### config.mk
export PLATFORM = sky130hd
export DESIGN_NAME = fir16_stream
export DESIGN_NICKNAME = d
export VERILOG_FILES = /design/src/rtl/fir_pkg.sv /design/src/rtl/fir16_tap_pipe.sv /design/src/rtl/fir16_stream.sv
export SDC_FILE = /design/constraint.sdc
export NUM_CORES = 2
export LEC_CHECK = 0
export BUFFER_PORTS_ARGS = -buffer_cell sky130_fd_sc_hd__buf_4
export CAP_MARGIN = 20
export CORE_MARGIN = 2
export CORE_UTILIZATION = 45
export DETAILED_ROUTE_END_ITERATION = 8
export GPL_TIMING_DRIVEN = 0
export PLACE_DENSITY = 0.72
export SYNTH_ARGS = -nofsm -noshare
export SYNTH_HDL_FRONTEND = slang
export SYNTH_SLANG_ARGS = --single-unit
### constraint.sdc
create_clock -name clk -period 26.5 [get_ports clk]
set_input_delay 2.65 -clock clk [delete_from_list [all_inputs] [get_ports clk]]
set_output_delay 2.65 -clock clk [all_outputs]
set_load 0.01 [all_outputs]
### src/rtl/fir_pkg.sv
// Shared constants for the 16-tap streaming FIR: tap count, coefficients,
// datapath growth and the run-control state encoding.
package fir_pkg;
    localparam int TAPS        = 16;
    localparam int DATA_W_DFLT = 32;
    localparam int PROD_GROW   = 4;
    localparam int SUM_GROW    = 8;
    localparam int PROD_W      = DATA_W_DFLT + PROD_GROW;
    localparam int SUM_W       = DATA_W_DFLT + SUM_GROW;

    localparam logic [3:0] COEF [TAPS] = '{
        4'd0, 4'd1, 4'd2,  4'd3,  4'd4,  4'd5,  4'd6,  4'd7,
        4'd8, 4'd9, 4'd10, 4'd11, 4'd12, 4'd13, 4'd14, 4'd15
    };

    typedef enum logic [1:0] {
        ST_IDLE,
        ST_RUN,
        ST_DONE
    } state_t;

    function automatic int prod_w(input int data_w);
        return data_w + PROD_GROW;
    endfunction

    function automatic int sum_w(input int data_w);
        return data_w + SUM_GROW;
    endfunction
endpackage

### src/rtl/fir16_tap_pipe.sv
// Multiply (S2) and adder-tree (S3) stages of the FIR, carrying valid and zero tags.
// Latency: 2 cycles from window to sum. Backpressure: every stage holds while adv=0.
// Backpressure: no local stall logic; the caller's adv gates all registers.
module fir16_tap_pipe
    import fir_pkg::*;
#(
    parameter int DATA_W = 32,
    parameter int PROD_W = DATA_W + 4,
    parameter int SUM_W  = DATA_W + 8
) (
    input  logic                     clk,
    input  logic                     reset,
    input  logic                     adv,
    input  logic                     v1,
    input  logic                     z1,
    input  logic signed [DATA_W-1:0] win [TAPS],
    output logic                     v3,
    output logic signed [SUM_W-1:0]  sum
);
    logic signed [PROD_W-1:0] prod [TAPS];
    logic                     v2;
    logic                     z2;
    logic signed [SUM_W-1:0]  sum_c;

    always_comb begin
        sum_c = '0;
        for (int k = 0; k < TAPS; k++) begin
            sum_c = sum_c + SUM_W'(prod[k]);
        end
    end

    always_ff @(posedge clk) begin
        if (reset) begin
            v2  <= 1'b0;
            z2  <= 1'b0;
            v3  <= 1'b0;
            sum <= '0;
            for (int k = 0; k < TAPS; k++) begin
                prod[k] <= '0;
            end
        end else if (adv) begin
            v2 <= v1;
            z2 <= z1;
            for (int k = 0; k < TAPS; k++) begin
                prod[k] <= PROD_W'(win[k]) * $signed(PROD_W'(COEF[k]));
            end
            v3  <= v2;
            // Partially filled windows must not leak stale history into the result.
            sum <= z2 ? '0 : sum_c;
        end
    end
endmodule

### src/rtl/fir16_stream.sv
// 16-tap streaming FIR (coefs 0..15) with run start/finish; FIR_SATURATE_EN selects saturating narrowing.
// Latency: accepted at edge t, output valid after edge t+3.
// Backpressure: input ready follows output ready through adv; all stages freeze when adv=0.
module fir16_stream
    import fir_pkg::*;
#(
    parameter int NUM_SAMPLES = 0,
    parameter int DATA_W      = 32
) (
    input  logic              clk,
    input  logic              reset,
    input  logic              start,
    output logic              finish,
    input  logic              input_fifo_valid_from_source,
    output logic              input_fifo_ready_to_source,
    input  logic [DATA_W-1:0] input_fifo_data_from_source,
    output logic              output_fifo_valid_to_sink,
    input  logic              output_fifo_ready_from_sink,
    output logic [DATA_W-1:0] output_fifo_data_to_sink
);
    localparam int          SW = sum_w(DATA_W);
    localparam logic [31:0] N  = 32'(NUM_SAMPLES);

    state_t                   state;
    logic [31:0]              in_cnt;
    logic [31:0]              out_cnt;
    logic [4:0]               fill;
    logic signed [DATA_W-1:0] win [TAPS];
    logic                     v1;
    logic                     z1;
    logic                     v3;
    logic signed [SW-1:0]     sum;
    logic [DATA_W-1:0]        narrow_dat;
    logic                     adv;
    logic                     accept;
    logic                     out_hs;

    assign adv    = !output_fifo_valid_to_sink || output_fifo_ready_from_sink;
    assign input_fifo_ready_to_source = (state == ST_RUN) && adv &&
                                        ((NUM_SAMPLES == 0) || (in_cnt < N));
    assign accept = input_fifo_valid_from_source && input_fifo_ready_to_source;
    assign out_hs = output_fifo_valid_to_sink && output_fifo_ready_from_sink;

    always_ff @(posedge clk) begin
        if (reset) begin
            state   <= ST_IDLE;
            finish  <= 1'b0;
            in_cnt  <= '0;
            out_cnt <= '0;
        end else begin
            case (state)
                ST_IDLE: begin
                    if (start) begin
                        state   <= ST_RUN;
                        in_cnt  <= '0;
                        out_cnt <= '0;
                    end
                end
                ST_RUN: begin
                    if (accept) in_cnt <= in_cnt + 32'd1;
                    if (out_hs) begin
                        out_cnt <= out_cnt + 32'd1;
                        if ((NUM_SAMPLES > 0) && (out_cnt == N - 32'd1)) begin
                            state  <= ST_DONE;
                            finish <= 1'b1;
                        end
                    end
                end
                ST_DONE: begin
                    state  <= ST_IDLE;
                    finish <= 1'b0;
                end
                default: begin
                    state  <= ST_IDLE;
                    finish <= 1'b0;
                end
            endcase
        end
    end

    // S1: sample window, newest at the top; the zero tag marks the first 15 outputs.
    always_ff @(posedge clk) begin
        if (reset || (state == ST_IDLE && start)) begin
            fill <= '0;
            v1   <= 1'b0;
            z1   <= 1'b0;
            for (int k = 0; k < TAPS; k++) begin
                win[k] <= '0;
            end
        end else if (adv) begin
            v1 <= accept;
            z1 <= (fill < 5'd15);
            if (accept) begin
                for (int k = 0; k < TAPS - 1; k++) begin
                    win[k] <= win[k+1];
                end
                win[TAPS-1] <= $signed(input_fifo_data_from_source);
                if (fill != 5'd16) fill <= fill + 5'd1;
            end
        end
    end

    fir16_tap_pipe #(
        .DATA_W (DATA_W),
        .PROD_W (prod_w(DATA_W)),
        .SUM_W  (SW)
    ) u_tap_pipe (
        .clk   (clk),
        .reset (reset),
        .adv   (adv),
        .v1    (v1),
        .z1    (z1),
        .win   (win),
        .v3    (v3),
        .sum   (sum)
    );

`ifdef FIR_SATURATE_EN
    always_comb begin
        if ((&sum[SW-1:DATA_W-1]) || !(|sum[SW-1:DATA_W-1])) begin
            narrow_dat = sum[DATA_W-1:0];
        end else if (sum[SW-1]) begin
            narrow_dat = {1'b1, {(DATA_W-1){1'b0}}};
        end else begin
            narrow_dat = {1'b0, {(DATA_W-1){1'b1}}};
        end
    end
`else
    logic sum_hi_unused;
    assign sum_hi_unused = ^sum[SW-1:DATA_W];
    assign narrow_dat    = sum[DATA_W-1:0];
`endif

    always_ff @(posedge clk) begin
        if (reset) begin
            output_fifo_valid_to_sink <= 1'b0;
            output_fifo_data_to_sink  <= '0;
        end else if (adv) begin
            output_fifo_valid_to_sink <= v3;
            if (v3) output_fifo_data_to_sink <= narrow_dat;
        end
    end
endmodule
## Word level (Yosys, flattened, before mapping)

Memories as Yosys holds them, arrays and structs flattened.
Cells that the tools add are included.

- Equal/unequal tests: 3
- Reduce and logical (&&, ||, !) cells: 11
- Magnitude comparators: 1
- Multiplexer cells: 24
- $mul: 11
- Bitwise gates (word level): 17
- $add $sub $neg: 16

Operators by type and width:

| kind | number |
|---|---|
| $mux 36 | 16 |
| $add 32x32->32 | 15 |
| $mul 32x5->36 const B | 4 |
| $mul 32x4->36 const B | 2 |
| $mul 32x3->35 const B | 2 |
| $mul 32x4->35 const B | 2 |
| $mul 32x3->34 const B | 1 |
| $mux 32 | 1 |
| $or 1x1->1 | 16 |
| $reduce_and 2->1 | 3 |
| $add 5x1->5 const B | 1 |
| $lt 5x4->1 const B | 1 |
| $mux 1 | 5 |
| $ne 5x5->1 const B | 1 |
| $pmux 2 s2 | 1 |
| $logic_and 1x1->1 | 3 |
| $reduce_and 3->1 | 1 |
| $eq 2x1->1 const B | 1 |
| $logic_not 2->1 | 1 |
| $logic_or 1x1->1 | 2 |
| $mux 2 | 1 |
| $ne 2x2->1 const B | 1 |
| $logic_not 1->1 | 1 |
| $not 1->1 | 1 |

- RAM bits: 576
- Output and inout bits: 35
- Logic and storage cells: 109
- Input bits: 37
- Memories: 1
- Register bits: 557

Memory list:

| memory | words | width | read ports | clocked after Yosys merged registers in | wr ports | line | text |
|---|---|---|---|---|---|---|---|
| u_tap_pipe.prod | 16 | 36 | 16 | 0 | 16 | fir16_tap_pipe.sv:20 | `logic signed [PROD_W-1:0] prod [TAPS];` |

## Depth between registers and ports, before layout

An unclocked memory read counts as a cell.

- Depth in word-level cells: 17
- Depth in mapped cells: 24
- Gate-level depth less buffers: 24

## Hierarchy

From an unflattened synthesis, not the netlist that was laid out.

- Cell total of the unflattened synthesis: 8635
- Area, all modules: 81568.2 um^2

Modules (own cells, without submodules):

| module | cells an instance | area an instance (um^2) | seq. area each (um^2) | times used |
|---|---|---|---|---|
| fir16_tap_pipe | 6100 | 60653.2 | 16415.7 | 1 |
| fir16_stream | 2535 | 20915.1 | 11070.6 | 1 |

## Worst setup path after synthesis

No wires, ideal clock.

- Path type: input -> register
- Start: input port output_fifo_ready_from_sink
- End: memory u_tap_pipe.prod[0][36] in the netlist's numbering (enable)
- Stages on the path: 5
- Setup time: 0.814 ns
- Arrival: 12.332 ns
- Path slack: 13.355 ns
- Cell sequence: nand2b_1 > clkbuf_1 > nor2_1 > clkbuf_1 > inv_1

RTL lines:

| item | line | text |
|---|---|---|
| start, declared | fir16_stream.sv:18 | `input logic output_fifo_ready_from_sink,` |
| end, declared | fir16_tap_pipe.sv:20 |  |

==> results.py <==
metrics = {
    "global_routing": {
        "overflow": 0,
        "grt_pass1_vias": 54600,
        "antenna_found_initial": 9,
        "gr-usage-all-layers": 0.274,
        "grt_max_degree": 137,
        "grt_pass1_wl_um": 334000,
    },
    "setup_path": {
        "r2r-start": "u_tap_pipe.prod[7][52]$_SDFFCE_PP0P_",
        "r2r_cells": 20,
        "arrival_ns": 7.73,
        "crit_fanout": 5,
        "rrSetupSlack_ns": 19.39,
        "cp-end-kind": "flop",
        "crit_required_ns": 27.12,
        "worstSetupStartpointType": "flop",
        "crit-reg2reg-capture": "u_tap_pipe.sum[31]$_SDFFE_PP0N_",
        "worstSetupPathType": "flop to flop",
    },
    "clock_tree": {
        "htreeDepth": 3,
        "cts_buffer_depth": 3,
        "cts_hold_buf": 0,
        "post_cts_buffers": 0,
        "clk_latency_ns": 0.75,
        "post_cts_resized": 0,
        "cts_tree": "done",
        "clock_sinks": 1025,
        "cts-buffers-inserted": 113,
        "cts-root-buf": "clkbuf_16",
        "clkTransAtPathRegs_ns": 0.06,
    },
    "yosys": {
        "ys_top_cells_by_area": "edfxtp_1 20%, fa_1 16%, dfxtp_1 15%",
        "synth_nets": 9093,
        "ys_seq_area_frac": 0.350,
        "ys_ff_latch": 1025,
        "ys_warn_count": 0,
        "syn_inst": 7805,
        "synthMuxAreaShare": 0.00222,
        "yosys.area_share.simple": 0.131,
        "synth_compound_area_frac": 0.119,
        "yosysUniqueCellTypes": 88,
        "synth_area_per_cell_um2": 9.23,
        "synth_xor_area_frac": 0.0360,
        "synth_top_area_frac": 0.196,
        "synth_edf_count": 469,
        "synthAdderAreaFrac": 0.275,
        "yosysTopAreaCell": "edfxtp_1",
        "postSynth.asyncResetShare": 0,
        "syn_area_um2": 72000,
        "synth_top_family_by_area": "adder cells",
        "synth_ff_type": "dfxtp_1",
    },
    "sta": {
        "rsz0062_at_grt": "no",
        "finalCriticalPeriod_ns": 7.11,
        "skew_ns": 0.0429,
        "max_slew.worst_pin.slew_ns": 1.13,
        "max_freq_mhz": 141,
        "relSlewSlack": 0.246,
        "fin_tns_setup_ns": 0,
        "hold_viol": 0,
        "drv_slew": 0,
        "final.period_utilization": 0.268,
        "setup_violations": 0,
        "setup_ws_ns": 19.39,
    },
    "floorplan": {
        "die_h_um": 404,
        "die_w_um": 404,
        "initial_core_util": 0.454,
        "ios": 72,
        "fp.dieArea_um2": 163000,
        "core_area_um2": 159000,
        "num_rows": 146,
    },
    "run_status": {
        "status": "complete, no violations",
    },
    "final_layout": {
        "layout.nets": 9295,
        "drive_above_1_share": 0.0415,
        "syn2layout_area_growth_pct": 10.1,
        "final_util": 0.500,
    },
    "job": {
        "maxCapViolations": 0,
    },
    "drt": {
        "drt_iter0_markers": 5820,
        "drt-wirelength-per-cell_um": 22.0,
        "vias_per_cell": 5.46,
        "drtPass1Iterations": 6,
        "drc": 0,
        "antenna_left": 0,
        "route.vias.total": 55600,
        "totalWireLength_um": 224000,
    },
    "hold_path": {
        "holdPathEnd": "output_fifo_data_to_sink[5]$_SDFFE_PP0P_",
        "worst_hold_path_type": "flop to flop",
        "hold_depth": 2,
        "min_from": "output_fifo_data_to_sink[5]$_SDFFE_PP0P_",
    },
    "power": {
        "power_density_nw_per_um2": 44.2,
        "max-vdd-ir-drop_mv": 0.0515,
        "power.leakage_nw": 36.9,
    },
    "place": {
        "place.port_buffers": 70,
        "place_ws_ns": 19.39,
        "place_hpwl_um": 182000,
        "gp_congestion": 1.01,
    },
}
## how the worst max path moves through the flow
stage	start	to	slack [ns]	cells after the start
after floorplan	output_fifo_ready_from_sink	u_tap_pipe.prod[0][36]$_SDFFCE_PN0P_	13.35	5
after global placement	reset	u_tap_pipe.prod[7][67]$_SDFFCE_PP0P_	7.09	5
after detailed placement	reset	u_tap_pipe.prod[3][67]$_SDFFCE_PN0P_	19.39	6
after CTS	u_tap_pipe.prod[7][41]$_SDFFCE_PP0P_	u_tap_pipe.sum[31]$_SDFFE_PP0N_	19.58	20
after global routing	u_tap_pipe.prod[7][52]$_SDFFCE_PP0P_	u_tap_pipe.sum[31]$_SDFFE_PP0N_	19.26	20
final	u_tap_pipe.prod[7][52]$_SDFFCE_PP0P_	u_tap_pipe.sum[31]$_SDFFE_PP0N_	19.39	20
## layout by cell type (no fill, tap or decap), drive strengths merged, types with 10 or more instances in the layout
master	instances
nand2b	48
a31oi	40
nor3	74
nor4	13
a21o	159
nor3b	15
a211o	11
nand4	17
nand3	64
o31ai	15
nor2b	72
nor2	391
o21ai	166
or2	12
xnor2	167
clkinv	34
o21bai	34
inv	1385
a21boi	10
a21oi	754
o211ai	23
edfxtp	469
or3	31
ha	693
and2	18
dfxtp	556
a211oi	43
buf	102
clkbuf	411
fa	558
and3	176
o21a	51
xor2	129
nand2	1191
## critical path, stage by stage, from the launching register on
cell and delay [ns]:
edfxtp_1 0.47, fa_1 0.69, inv_1 0.10, fa_1 0.51
inv_1 0.05, fa_1 0.47, fa_1 0.52, fa_1 0.58
inv_1 0.08, fa_1 0.54, inv_1 0.04, ha_1 0.37
nand2_1 0.15, nor4_1 0.30, a22oi_1 0.18, a41oi_1 0.49
o221ai_1 0.33, o2111ai_1 0.31, a21oi_1 0.13, xnor2_1 0.53
o21ai_0 0.14
## cell type report
class	instances	area, um^2
fillers	14600	79400
multi-input cells	5141	40600
flip-flops and latches	1025	25200
inverters	1373	5160
clock buffers	160	3380
well taps	2072	2590
plain buffers	266	1010
repair buffers	87	840
clock inverters	52	448
diodes	4	10.0
## metal layers
| metal | global-route usage | share of wire | vias to the layer above |
|---|---|---|---|
| met3 | 0.0505 | 0.090 | 439 |
| met2 | 0.427 | 0.44 | 2231 |
| li1 | - | - | 25900 |
| met1 | 0.368 | 0.41 | 27000 |
| met5 | 0 | 0.00015 | - |
| met4 | 0.135 | 0.058 | 4 |
## cell families after synthesis
group           Yosys count
compound gates         1422
xor+xnor                296
fa+ha+maj              1251
buf+inv                1639
flops                  1025
mux                      15
other cells               1
simple gates           2156
## report_power, final
part	switching, mW	internal [mW]
Sequential	0.0106	1.65
Combinational	0.155	0.0573
Clock	0.702	0.925
Total	0.868	2.63
## flip-flops by register name, indices dropped and copies added, names as in the netlist
register                   flops
win                          480
u_tap_pipe.prod              469
output_fifo_data_to_sink      32
u_tap_pipe.sum                32
fill                           5
output_fifo_valid_to_sink      1
state                          1
u_tap_pipe.v2                  1
u_tap_pipe.v3                  1
u_tap_pipe.z2                  1
v1                             1
z1                             1
## cell usage after synthesis, types with 11 or more instances
library cell and number:
a31oi_1 40, xnor2_1 167, inv_1 1372, o31ai_1 14
nor4_1 13, nand2_1 1191, buf_1 11, nor2_1 391
nor3_1 74, or2_2 12, nand4_1 17, ha_1 693
and3_1 176, a211oi_1 41, or3_1 31, a211o_1 11
xor2_1 129, o21ai_0 159, nor2b_1 72, o21bai_1 34
edfxtp_1 469, nor3b_1 15, dfxtp_1 556, o211ai_1 23
fa_1 558, o21a_1 51, nand3_1 64, a21oi_1 754
nand2b_1 48, and2_1 18, a21o_1 159, clkbuf_1 251
## per-stage QoR
stage | instances | total power, mW | hold WS (ns) | area (um^2)
final | 10200 | 3.50 | 0.453 | 79300
after detailed placement | 9961 | 1.90 | 0.443 | 75400
after global placement | 9947 | 1.90 | 0.435 | 75100
after global routing | 10200 | 3.59 | 0.465 | 79300
after CTS | 10200 | 3.51 | 0.452 | 79300
after floorplan | 7805 | 1.81 | 0.425 | 72000
(Power assumes the default switching activity.)
